<file path="config.mk">
export PLATFORM = sky130hd
export DESIGN_NAME = masked_share_encoder_flat
export DESIGN_NICKNAME = d
export VERILOG_FILES = /design/src/rtl/masked_share_if.sv /design/src/rtl/masked_share_encoder.sv /design/src/flat_wrapper.sv
export SDC_FILE = /design/constraint.sdc
export NUM_CORES = 1
export LEC_CHECK = 0
export CORE_ASPECT_RATIO = 1.2
export CORE_UTILIZATION = 45
export CTS_CLUSTER_DIAMETER = 50
export DETAILED_ROUTE_END_ITERATION = 10
export PLACE_DENSITY = 0.73
export SETUP_SLACK_MARGIN = 0.15
export SLEW_MARGIN = 20
export SYNTH_ARGS = -nofsm -noshare
export SYNTH_HDL_FRONTEND = slang
export SYNTH_SLANG_ARGS = --single-unit
</file>
<file path="constraint.sdc">
create_clock -name clk -period 1.55 [get_ports clk]
set_input_delay 0.2325 -clock clk [delete_from_list [all_inputs] [get_ports clk]]
set_output_delay 0.2325 -clock clk [all_outputs]
set_load 0.01 [all_outputs]
</file>
<file path="src/rtl/masked_share_if.sv">
// Handshake and data bundle between the encoder, its upstream source of
// unmasked bits, and the downstream masked AND stage.
interface masked_share_if #(
  parameter int LFSR_WIDTH = 32
);
  logic                  i_valid;
  logic                  o_ready;
  logic                  i_a;
  logic                  i_b;
  logic                  i_reseed;
  logic [LFSR_WIDTH-1:0] i_seed;
  logic                  o_valid;
  logic                  i_ready;
  logic                  o_a0;
  logic                  o_a1;
  logic                  o_b0;
  logic                  o_b1;
  logic                  o_rN;

  // Environment side: drives operands, reseed and downstream ready.
  modport master (
    output i_valid, i_a, i_b, i_reseed, i_seed, i_ready,
    input  o_ready, o_valid, o_a0, o_a1, o_b0, o_b1, o_rN
  );

  // Encoder side.
  modport slave (
    input  i_valid, i_a, i_b, i_reseed, i_seed, i_ready,
    output o_ready, o_valid, o_a0, o_a1, o_b0, o_b1, o_rN
  );
endinterface

</file>
<file path="src/rtl/masked_share_encoder.sv">
// Splits unmasked bits a and b into two Boolean shares each and supplies a
// fresh mask bit for the downstream masked AND. Masks come from a Galois
// LFSR that advances three steps per accepted transaction, so no mask bit
// is ever reused.
//
// state  | meaning
// WARMUP | LFSR stepping only, o_ready low, wcnt counts down to zero
// RUN    | accepting operands under valid/ready
module masked_share_encoder #(
  parameter int                    LFSR_WIDTH    = 32,
  parameter logic [LFSR_WIDTH-1:0] TAPS          = 32'h80200003,
  parameter logic [LFSR_WIDTH-1:0] SEED          = 32'hACE12468,
  parameter int                    WARMUP_CYCLES = 16
) (
  input logic            clk,
  input logic            rst_n,
  masked_share_if.slave  bus
);

  localparam int WCNT_W = (WARMUP_CYCLES < 1) ? 1 : $clog2(WARMUP_CYCLES + 1);
  localparam logic [WCNT_W-1:0] WCNT_INIT = WCNT_W'(WARMUP_CYCLES);

  typedef enum logic {
    WARMUP = 1'b0,
    RUN    = 1'b1
  } state_t;

  state_t                state_q, state_d;
  logic [WCNT_W-1:0]     wcnt_q, wcnt_d;
  logic [LFSR_WIDTH-1:0] lfsr_q;
  logic [LFSR_WIDTH-1:0] lfsr_adv;
  logic [LFSR_WIDTH-1:0] seed_sel;
  logic                  ready;
  logic                  accept;
  logic                  warm_step;
  logic                  valid_q;
  logic                  a0_q, a1_q, b0_q, b1_q, rn_q;

  function automatic logic [LFSR_WIDTH-1:0] lfsr_step(input logic [LFSR_WIDTH-1:0] s);
    return (s >> 1) ^ (s[0] ? TAPS : '0);
  endfunction

  // Three chained steps: one fresh bit each for ma, mb and r.
  assign lfsr_adv = lfsr_step(lfsr_step(lfsr_step(lfsr_q)));

  // All-zero is the LFSR lock-up state, so a zero seed falls back to SEED.
  assign seed_sel = (bus.i_seed == '0) ? SEED : bus.i_seed;

  // State and warm-up counter register.
  always_ff @(posedge clk) begin
    if (!rst_n) begin
      state_q <= WARMUP;
      wcnt_q  <= WCNT_INIT;
    end else begin
      state_q <= state_d;
      wcnt_q  <= wcnt_d;
    end
  end

  // Next-state, warm-up countdown and handshake decode.
  always_comb begin
    state_d   = state_q;
    wcnt_d    = wcnt_q;
    ready     = 1'b0;
    warm_step = 1'b0;
    // Reseed wins over accept, so ready is withheld to avoid dropping a beat.
    if (state_q == RUN && !bus.i_reseed) begin
      ready = !valid_q || bus.i_ready;
    end
    accept = bus.i_valid && ready;
    if (bus.i_reseed) begin
      state_d = WARMUP;
      wcnt_d  = WCNT_INIT;
    end else if (state_q == WARMUP) begin
      if (wcnt_q == '0) begin
        state_d = RUN;
      end else begin
        wcnt_d    = wcnt_q - WCNT_W'(1);
        warm_step = 1'b1;
      end
    end
  end

  // LFSR, share registers and output valid.
  always_ff @(posedge clk) begin
    if (!rst_n) begin
      lfsr_q  <= SEED;
      valid_q <= 1'b0;
      a0_q    <= 1'b0;
      a1_q    <= 1'b0;
      b0_q    <= 1'b0;
      b1_q    <= 1'b0;
      rn_q    <= 1'b0;
    end else if (bus.i_reseed) begin
      lfsr_q  <= seed_sel;
      valid_q <= 1'b0;
      a0_q    <= 1'b0;
      a1_q    <= 1'b0;
      b0_q    <= 1'b0;
      b1_q    <= 1'b0;
      rn_q    <= 1'b0;
    end else begin
      if (warm_step || accept) begin
        lfsr_q <= lfsr_adv;
      end
      if (accept) begin
        valid_q <= 1'b1;
        a0_q    <= bus.i_a ^ lfsr_q[0];
        a1_q    <= lfsr_q[0];
        b0_q    <= bus.i_b ^ lfsr_q[1];
        b1_q    <= lfsr_q[1];
        rn_q    <= lfsr_q[2];
      end else if (valid_q && bus.i_ready) begin
        valid_q <= 1'b0;
      end
    end
  end

  assign bus.o_ready = ready;
  assign bus.o_valid = valid_q;
  assign bus.o_a0    = a0_q;
  assign bus.o_a1    = a1_q;
  assign bus.o_b0    = b0_q;
  assign bus.o_b1    = b1_q;
  assign bus.o_rN    = rn_q;

endmodule

</file>
<file path="src/flat_wrapper.sv">
// flat-port wrapper written by rule: the top's interface ports become plain ports
module masked_share_encoder_flat 
#(
  parameter int                    LFSR_WIDTH    = 32,
  parameter logic [LFSR_WIDTH-1:0] TAPS          = 32'h80200003,
  parameter logic [LFSR_WIDTH-1:0] SEED          = 32'hACE12468,
  parameter int                    WARMUP_CYCLES = 16
)
  (clk, rst_n, bus_i_valid, bus_i_a, bus_i_b, bus_i_reseed, bus_i_seed, bus_i_ready, bus_o_ready, bus_o_valid, bus_o_a0, bus_o_a1, bus_o_b0, bus_o_b1, bus_o_rN);
  masked_share_if #(.LFSR_WIDTH(LFSR_WIDTH)) bus_i ();
  input logic clk;
  input logic rst_n;
  input wire logic [$bits(bus_i.i_valid)-1:0] bus_i_valid;
  input wire logic [$bits(bus_i.i_a)-1:0] bus_i_a;
  input wire logic [$bits(bus_i.i_b)-1:0] bus_i_b;
  input wire logic [$bits(bus_i.i_reseed)-1:0] bus_i_reseed;
  input wire logic [$bits(bus_i.i_seed)-1:0] bus_i_seed;
  input wire logic [$bits(bus_i.i_ready)-1:0] bus_i_ready;
  output wire logic [$bits(bus_i.o_ready)-1:0] bus_o_ready;
  output wire logic [$bits(bus_i.o_valid)-1:0] bus_o_valid;
  output wire logic [$bits(bus_i.o_a0)-1:0] bus_o_a0;
  output wire logic [$bits(bus_i.o_a1)-1:0] bus_o_a1;
  output wire logic [$bits(bus_i.o_b0)-1:0] bus_o_b0;
  output wire logic [$bits(bus_i.o_b1)-1:0] bus_o_b1;
  output wire logic [$bits(bus_i.o_rN)-1:0] bus_o_rN;
  assign bus_i.i_valid = bus_i_valid;
  assign bus_i.i_a = bus_i_a;
  assign bus_i.i_b = bus_i_b;
  assign bus_i.i_reseed = bus_i_reseed;
  assign bus_i.i_seed = bus_i_seed;
  assign bus_i.i_ready = bus_i_ready;
  assign bus_o_ready = bus_i.o_ready;
  assign bus_o_valid = bus_i.o_valid;
  assign bus_o_a0 = bus_i.o_a0;
  assign bus_o_a1 = bus_i.o_a1;
  assign bus_o_b0 = bus_i.o_b0;
  assign bus_o_b1 = bus_i.o_b1;
  assign bus_o_rN = bus_i.o_rN;
  masked_share_encoder #(.LFSR_WIDTH(LFSR_WIDTH), .TAPS(TAPS), .SEED(SEED), .WARMUP_CYCLES(WARMUP_CYCLES)) u_core (.clk(clk), .rst_n(rst_n), .bus(bus_i));
endmodule
</file>
==> impl_metrics.csv, run 1 <==
group,metric,value,unit
layout,syn_to_final_growth,59.0,%
hold_path,hold_path.class,"in2reg",
floorplan,initial_core_util,46.5,%
synth,syn_area_per_cell,10.2,sq um
flow_run,maxCapViolations,0,
sta,hold_viol,0,
layout,nNetsFinal,346,
floorplan,core_area,0.00456,sq mm
floorplan,die_area,0.00500,sq mm
routing,ant_nets,0,
setup_path,worstSetupStartpointType,"flip-flop",
synth,synth_top_area_share,41.5,%
routing,drt_iter0_markers,76,
synth,ys.flop_type,"dfxtp_1",
synth,netlist_area,0.00212,sq mm
sta,fmax,622,MHz
floorplan,die_y,77.2,um
global_route,grt_pass1_vias,1891,
synth,synth-warning-count,0,
global_route,gr-usage-all-layers,22.9,%
sta,grt_setup_unrepaired,"true",
routing,vias,1967,
sta,fin_crit,1610,ps
clock_network,cts_tree,"built",
synth,synth-async-reset-ratio,0,%
global_route,grt_pass1_wl,8800,um
floorplan,num_rows,27,
pwr,total_power,2.90,mW
setup_path,critical-path-max-stage-delay,330,ps
setup_path,cp.arrival,1840,ps
sta,whs,437,ps
sta,finalSetupViolations,14,
sta,fin_crit_sh,104,%
synth,netlist_instances,208,
setup_path,crit_chain,"inv_2 > ha_4 > nor4b_4 > buf_4 > o22ai_4 > buf_6 > mux2i_4 > a2bb2oi_2",
setup_path,critPathKind,"reg2reg",
global_route,grt_max_degree,21,
layout,n_antenna_cell,0,
sta,setup_slack,-58.9,ps
global_route,antenna_found_initial,0,
routing,routedWlPerCell,15.4,um
sta,slew_headroom,77.7,%
setup_path,cp-end-kind,"flip-flop",
status,run_status,"finished, violations left",
layout,utilization,74.0,%
sta,skew,4.92,ps
sta,final_max_slew_viol_count,0,
pwr,peakVddDrop,0.000665,V
setup_path,worst_ep_required_time,1780,ps
synth,synth_common_cells,"44 x dfxtp_1, 35 x mux2i_1, 21 x nand2_1",
placement,dpl-instance-area,0.00306,sq mm
routing,viasPerCell,5.39,
status,violations,"negative setup slack",
pwr,internal_power,2.08,mW
floorplan,die_w,64.7,um
pwr,switching_share,28.4,%
layout,design_area,0.00337,sq mm
setup_path,cp_top_family,"buffers and inverters",
placement,dp_hpwl,3830,um
pwr,cellPowerDensity,860,mW/mm^2
clock_network,htree_levels,2,
pwr,leakagePower,1.62,nW
layout,drive_gt1_share,35.5,%
synth,synth_cell_types,33,
synth,ys_seq_elements,44,
setup_path,critPathBufInv,3,
setup_path,slowest_stage,"dfxtp_2",
routing,first_pass_iters,4,
synth,yosysMostFrequentCell,"dfxtp_1",
placement,port_buffers,45,
routing,drc_errors,0,
synth,synth_edf_count,0,
pwr,pwr-share-seq,45.4,%
pwr,clockPowerShare,25.8,%
pwr,p_comb_share,28.8,%
pwr,power_switching,0.823,mW
clock_network,clk_latency,300,ps
layout,fillCellCount,341,
sta,tightestPinTransition,330,ps
placement,gp_congestion,0.829,
setup_path,cp_max_fo,7,
synth,syn-num-nets,248,
routing,wl,5640,um
synth,synth_area_leaders,"dfxtp_1 42%, mux2i_1 17%, o211a_1 6.6%, a2bb2oi_1 5.4%, nand2_1 3.7%",
global_route,gr-total-overflow,0,
clock_network,cts_sinks,44,
synth,synth_top_cell_by_area,"dfxtp_1",
clock_network,cts_buffer_depth,2,
clock_network,cts_root_buf,"clkbuf_8",
floorplan,num_io_pins,46,
clock_network,clk_pin_slew_worst_paths,90,ps
clock_network,numCtsBuffers,5,
synth,yosysSeqAreaShare,41.5,%
layout by cell type (no fill, tap or decap), types with 2 or more instances in the layout:
cell	count
clkinv_2	2
clkdlybuf4s50_1	33
nand2_1	14
o211a_1	14
nor4_2	5
dlymetal6s2s_1	2
o21ai_2	2
mux2i_4	2
a2bb2oi_1	10
dfxtp_2	4
nor4_1	3
mux2i_1	33
xnor2_1	7
a21oi_2	2
dfxtp_1	40
nand2_2	6
nand4_1	2
buf_4	47
clkbuf_8	6
nor2b_1	2
dlygate4sd2_1	9
inv_2	2
inv_1	2
buf_12	6
nor2_1	11
a2bb2oi_2	3
a211oi_2	2
buf_6	7
xor2_1	5
path summary, 6_finish.rpt:
kind | from | endpoint | slack (ps) | cells past startpoint
hold reg to reg | u_core.bus.o_a1 | u_core.bus.o_a1 | 500 | 2
hold / removal | bus_i_ready | u_core.bus.o_valid | 440 | 5
setup reg to reg | u_core.wcnt_q[1] | u_core.lfsr_q[13] | -60 | 8
setup / recovery | u_core.wcnt_q[1] | u_core.lfsr_q[13] | -60 | 8
power by group through the flow:
stage                     registers, mW  logic [mW]  clock network (mW)
final                              1.32       0.835               0.750
after global routing               1.33       0.896               0.828
after CTS                          1.31       0.779               0.755
after detailed placement           1.33       0.722                   0
after global placement             1.33       0.709                   0
after floorplan                    1.32       0.409                   0
cell families (layout without fill, tap and decap cells):
family                     Yosys count  in the layout  share of synthesized area (%)
and+or+nand+nor                     54             54                           13.1
DFF                                 44             44                           41.5
buffers and inverters               20            119                           5.48
xor gates and xnor gates            12             12                           4.95
AOI/OAI and AO/OA                   42             42                           17.8
adders and majority gates            1              1                          0.590
muxes                               35             35                           16.5
state kept, by name, indices dropped and copies added, names as in the netlist:
name	cells
u_core.bus.o_a0	1
u_core.bus.o_a1	1
u_core.bus.o_b0	1
u_core.bus.o_b1	1
u_core.bus.o_rN	1
u_core.bus.o_valid	1
u_core.lfsr_q	32
u_core.state_q	1
u_core.wcnt_q	5
metrics by stage:
stage / cells / setup TNS [ps] / worst slack, ps
4_1_cts: 362 / -328 / -65.3
3_3_place_gp: 351 / -6550 / -318
5_1_grt: 365 / -2380 / -136
6_report: 365 / -399 / -58.9
3_5_place_dp: 351 / -7850 / -387
2_1_floorplan: 208 / -1.96 / -1.96
cell type report:
cell class | count | area [sq um] | area share, %
inverters | 5 | 18.8 | 0.556
flip-flops and latches | 44 | 886 | 26.3
clock inverters | 2 | 10.0 | 0.297
repair buffers | 106 | 1010 | 29.8
well taps | 58 | 72.6 | 2.15
multi-input cells | 144 | 1300 | 38.5
clock buffers | 6 | 82.6 | 2.45
worst register-to-register path, stage by stage (launching register included):
cell	delay (ps)
dfxtp_2	330
inv_2	60
ha_4	130
nor4b_4	270
buf_4	190
o22ai_4	70
buf_6	170
mux2i_4	190
a2bb2oi_2	130
per-layer routing:
metal	track usage, %	routed length (um)	up-vias
met1	28.1	2350	953
met2	39.7	3000	47
li1	-	-	958
met4	6.67	86	0
met5	0	0	-
met3	4.61	200	9
timing repair:
item | CTS | global route
hold buffers | 0 | 0
resized for setup | 38 | 25
setup endpoints to repair | 38 | 41
pin swaps | 17 | 9
cloned | 1 | 0
setup buffers | 2 | 3
(Power assumes the default switching activity.)
==> run 2, diff against run 1 <==
--- a/config.mk
+++ b/config.mk
@@ -11,6 +11,7 @@
 export DETAILED_ROUTE_END_ITERATION = 10
 export PLACE_DENSITY = 0.73
 export SETUP_SLACK_MARGIN = 0.15
+export SKIP_LAST_GASP = 1
 export SLEW_MARGIN = 20
 export SYNTH_ARGS = -nofsm -noshare
 export SYNTH_HDL_FRONTEND = slang
==> run 2 against run 1 <==
Against the previous run:
- the run still ends with negative setup slack left
- design area stayed put
- routed wire length is 0.11% lower
- register-to-register slack hardly changed
- power hardly changed
==> impl_metrics.csv, run 2 (synthesis results as in run 1) <==
group,metric,value,unit
routing,viasPerCell,5.36,
sta,tightestPinTransition,338,ps
routing,drt_iter0_markers,106,
clock_network,cts_buffer_depth,2,
pwr,p_comb_share,28.8,%
layout,n_antenna_cell,0,
pwr,cellPowerDensity,859,mW/mm^2
sta,hold_viol,0,
pwr,pwr-share-seq,45.4,%
floorplan,num_rows,27,
setup_path,cp_max_fo,7,
global_route,grt_pass1_wl,8650,um
setup_path,worstSetupStartpointType,"flip-flop",
setup_path,cp-end-kind,"flip-flop",
global_route,gr-usage-all-layers,22.5,%
floorplan,num_io_pins,46,
routing,ant_nets,0,
pwr,clockPowerShare,25.8,%
floorplan,core_area,0.00456,sq mm
sta,tns,-407,ps
setup_path,worst_ep_required_time,1780,ps
layout,syn_to_final_growth,59.0,%
floorplan,initial_core_util,46.5,%
layout,instances_no_fill,365,
sta,setup_slack,-56.7,ps
flow_run,maxCapViolations,0,
clock_network,htree_levels,2,
layout,final_cell_mix,"47 x buf_4, 40 x dfxtp_1, 33 x mux2i_1, 33 x clkdlybuf4s50_1",
placement,gp_congestion,0.829,
clock_network,cts_tree,"built",
sta,skew,6.55,ps
routing,drc_errors,0,
clock_network,cts_root_buf,"clkbuf_8",
routing,routedWlPerCell,15.4,um
clock_network,cts_sinks,44,
global_route,gr-total-overflow,0,
floorplan,die_area,0.00500,sq mm
sta,fin_crit_sh,104,%
routing,vias,1955,
sta,finalSetupViolations,14,
placement,dpl.cell_count,351,
status,run_status,"finished, violations left",
status,violations,"negative setup slack",
layout,nNetsFinal,346,
clock_network,clk_latency,300,ps
clock_network,postCtsHoldBufs,0,
sta,fin_crit,1610,ps
setup_path,critPathKind,"reg2reg",
setup_path,crit_chain,"inv_2 > ha_4 > nor4b_4 > buf_4 > o22ai_4 > buf_6 > mux2i_4 > a2bb2oi_2",
setup_path,slowest_stage,"dfxtp_2",
pwr,leakagePower,1.62,nW
pwr,peakVddDrop,0.000671,V
setup_path,cp_top_family,"buffers and inverters",
layout,largest_reg_flops,32,
setup_path,critical-path-max-stage-delay,330,ps
placement,port_buffers,45,
sta,fmax,622,MHz
sta,whs,435,ps
routing,wl,5630,um
layout,top_regs,"u_core.lfsr_q x32, u_core.wcnt_q x5",
setup_path,critPathBufInv,3,
layout,regMostFlops,"u_core.lfsr_q",
sta,grt_setup_unrepaired,"true",
layout,drive_gt1_share,35.5,%
global_route,grt_pass1_vias,1888,
placement,dp_hpwl,3830,um
clock_network,clk_pin_slew_worst_paths,90,ps
pwr,power_switching,0.821,mW
layout,final_common_cell,"buf_4",
pwr,switching_share,28.3,%
routing,first_pass_iters,4,
global_route,grt_max_degree,21,
clock_network,numCtsBuffers,5,
setup_path,cp.arrival,1840,ps
pwr,internal_power,2.08,mW
hold_path,hold_path.class,"in2reg",
floorplan,die_y,77.2,um
sta,slew_headroom,77.2,%
floorplan,die_w,64.7,um
sta,final_max_slew_viol_count,0,
global_route,antenna_found_initial,0,
-- run 2: cell counts in the layout (fill, tap and decap cells not counted) --
Identical to the previous run, type by type.
-- run 2: what timing repair did --
item	CTS	global route
setup endpoints to repair	38	42
gates resized for setup	29	34
setup buffers	2	3
pin swaps	13	8
gates cloned	1	0
-- run 2: per-layer routing --
metal  share of wire [%]  GRT usage (%)
met5                   0              0
met2                  52           38.4
met4                 1.5           7.11
met1                  42           27.8
met3                 3.7           4.61
-- run 2: layout make-up --
class / instances / area (sq um)
Sequential cell: 44 / 886
Clock buffer: 6 / 82.6
Tap cell: 58 / 72.6
Clock inverter: 2 / 10.0
Fill cell: 340 / 1190
Inverter: 5 / 18.8
Multi-Input combinational cell: 144 / 1300
Timing Repair Buffer: 106 / 1010
-- run 2: worst paths after layout --
check / start / to / slack, ps / cells past startpoint
min reg2reg: u_core.bus.o_a1 / u_core.bus.o_a1 / 500 / 2
max: u_core.wcnt_q[1] / u_core.lfsr_q[13] / -60 / 8
max reg2reg: u_core.wcnt_q[1] / u_core.lfsr_q[13] / -60 / 8
min: bus_i_ready / u_core.bus.o_valid / 430 / 5
-- run 2: metrics by stage --
stage	power (mW)	worst slack [ps]	util, %	instance area, sq um
4_1_cts	2.83	-65.3	71.1	3240
3_3_place_gp	2.04	-318	67.1	3060
5_1_grt	3.05	-136	74.0	3370
2_1_floorplan	1.72	-1.96	-	2150
3_5_place_dp	2.06	-387	67.1	3060
6_report	2.90	-56.7	74.0	3370
-- run 2: power by group through the flow --
stage	sequential [mW]	combinational, mW	clock (mW)
after global placement	1.33	0.709	0
final	1.32	0.835	0.747
after CTS	1.31	0.766	0.755
after global routing	1.33	0.895	0.828
after detailed placement	1.33	0.722	0
after floorplan	1.32	0.409	0
-- run 2: worst reg2reg max path: cells and delay by family, from the launching register on --
kind                     cells  cell delay, ps
flip-flops                   1             330
buffers and inverters        3             420
adder cells (fa/ha/maj)      1             130
AO/OA/AOI/OAI                2             200
AND/OR/NAND/NOR              1             270
multiplexers                 1             190
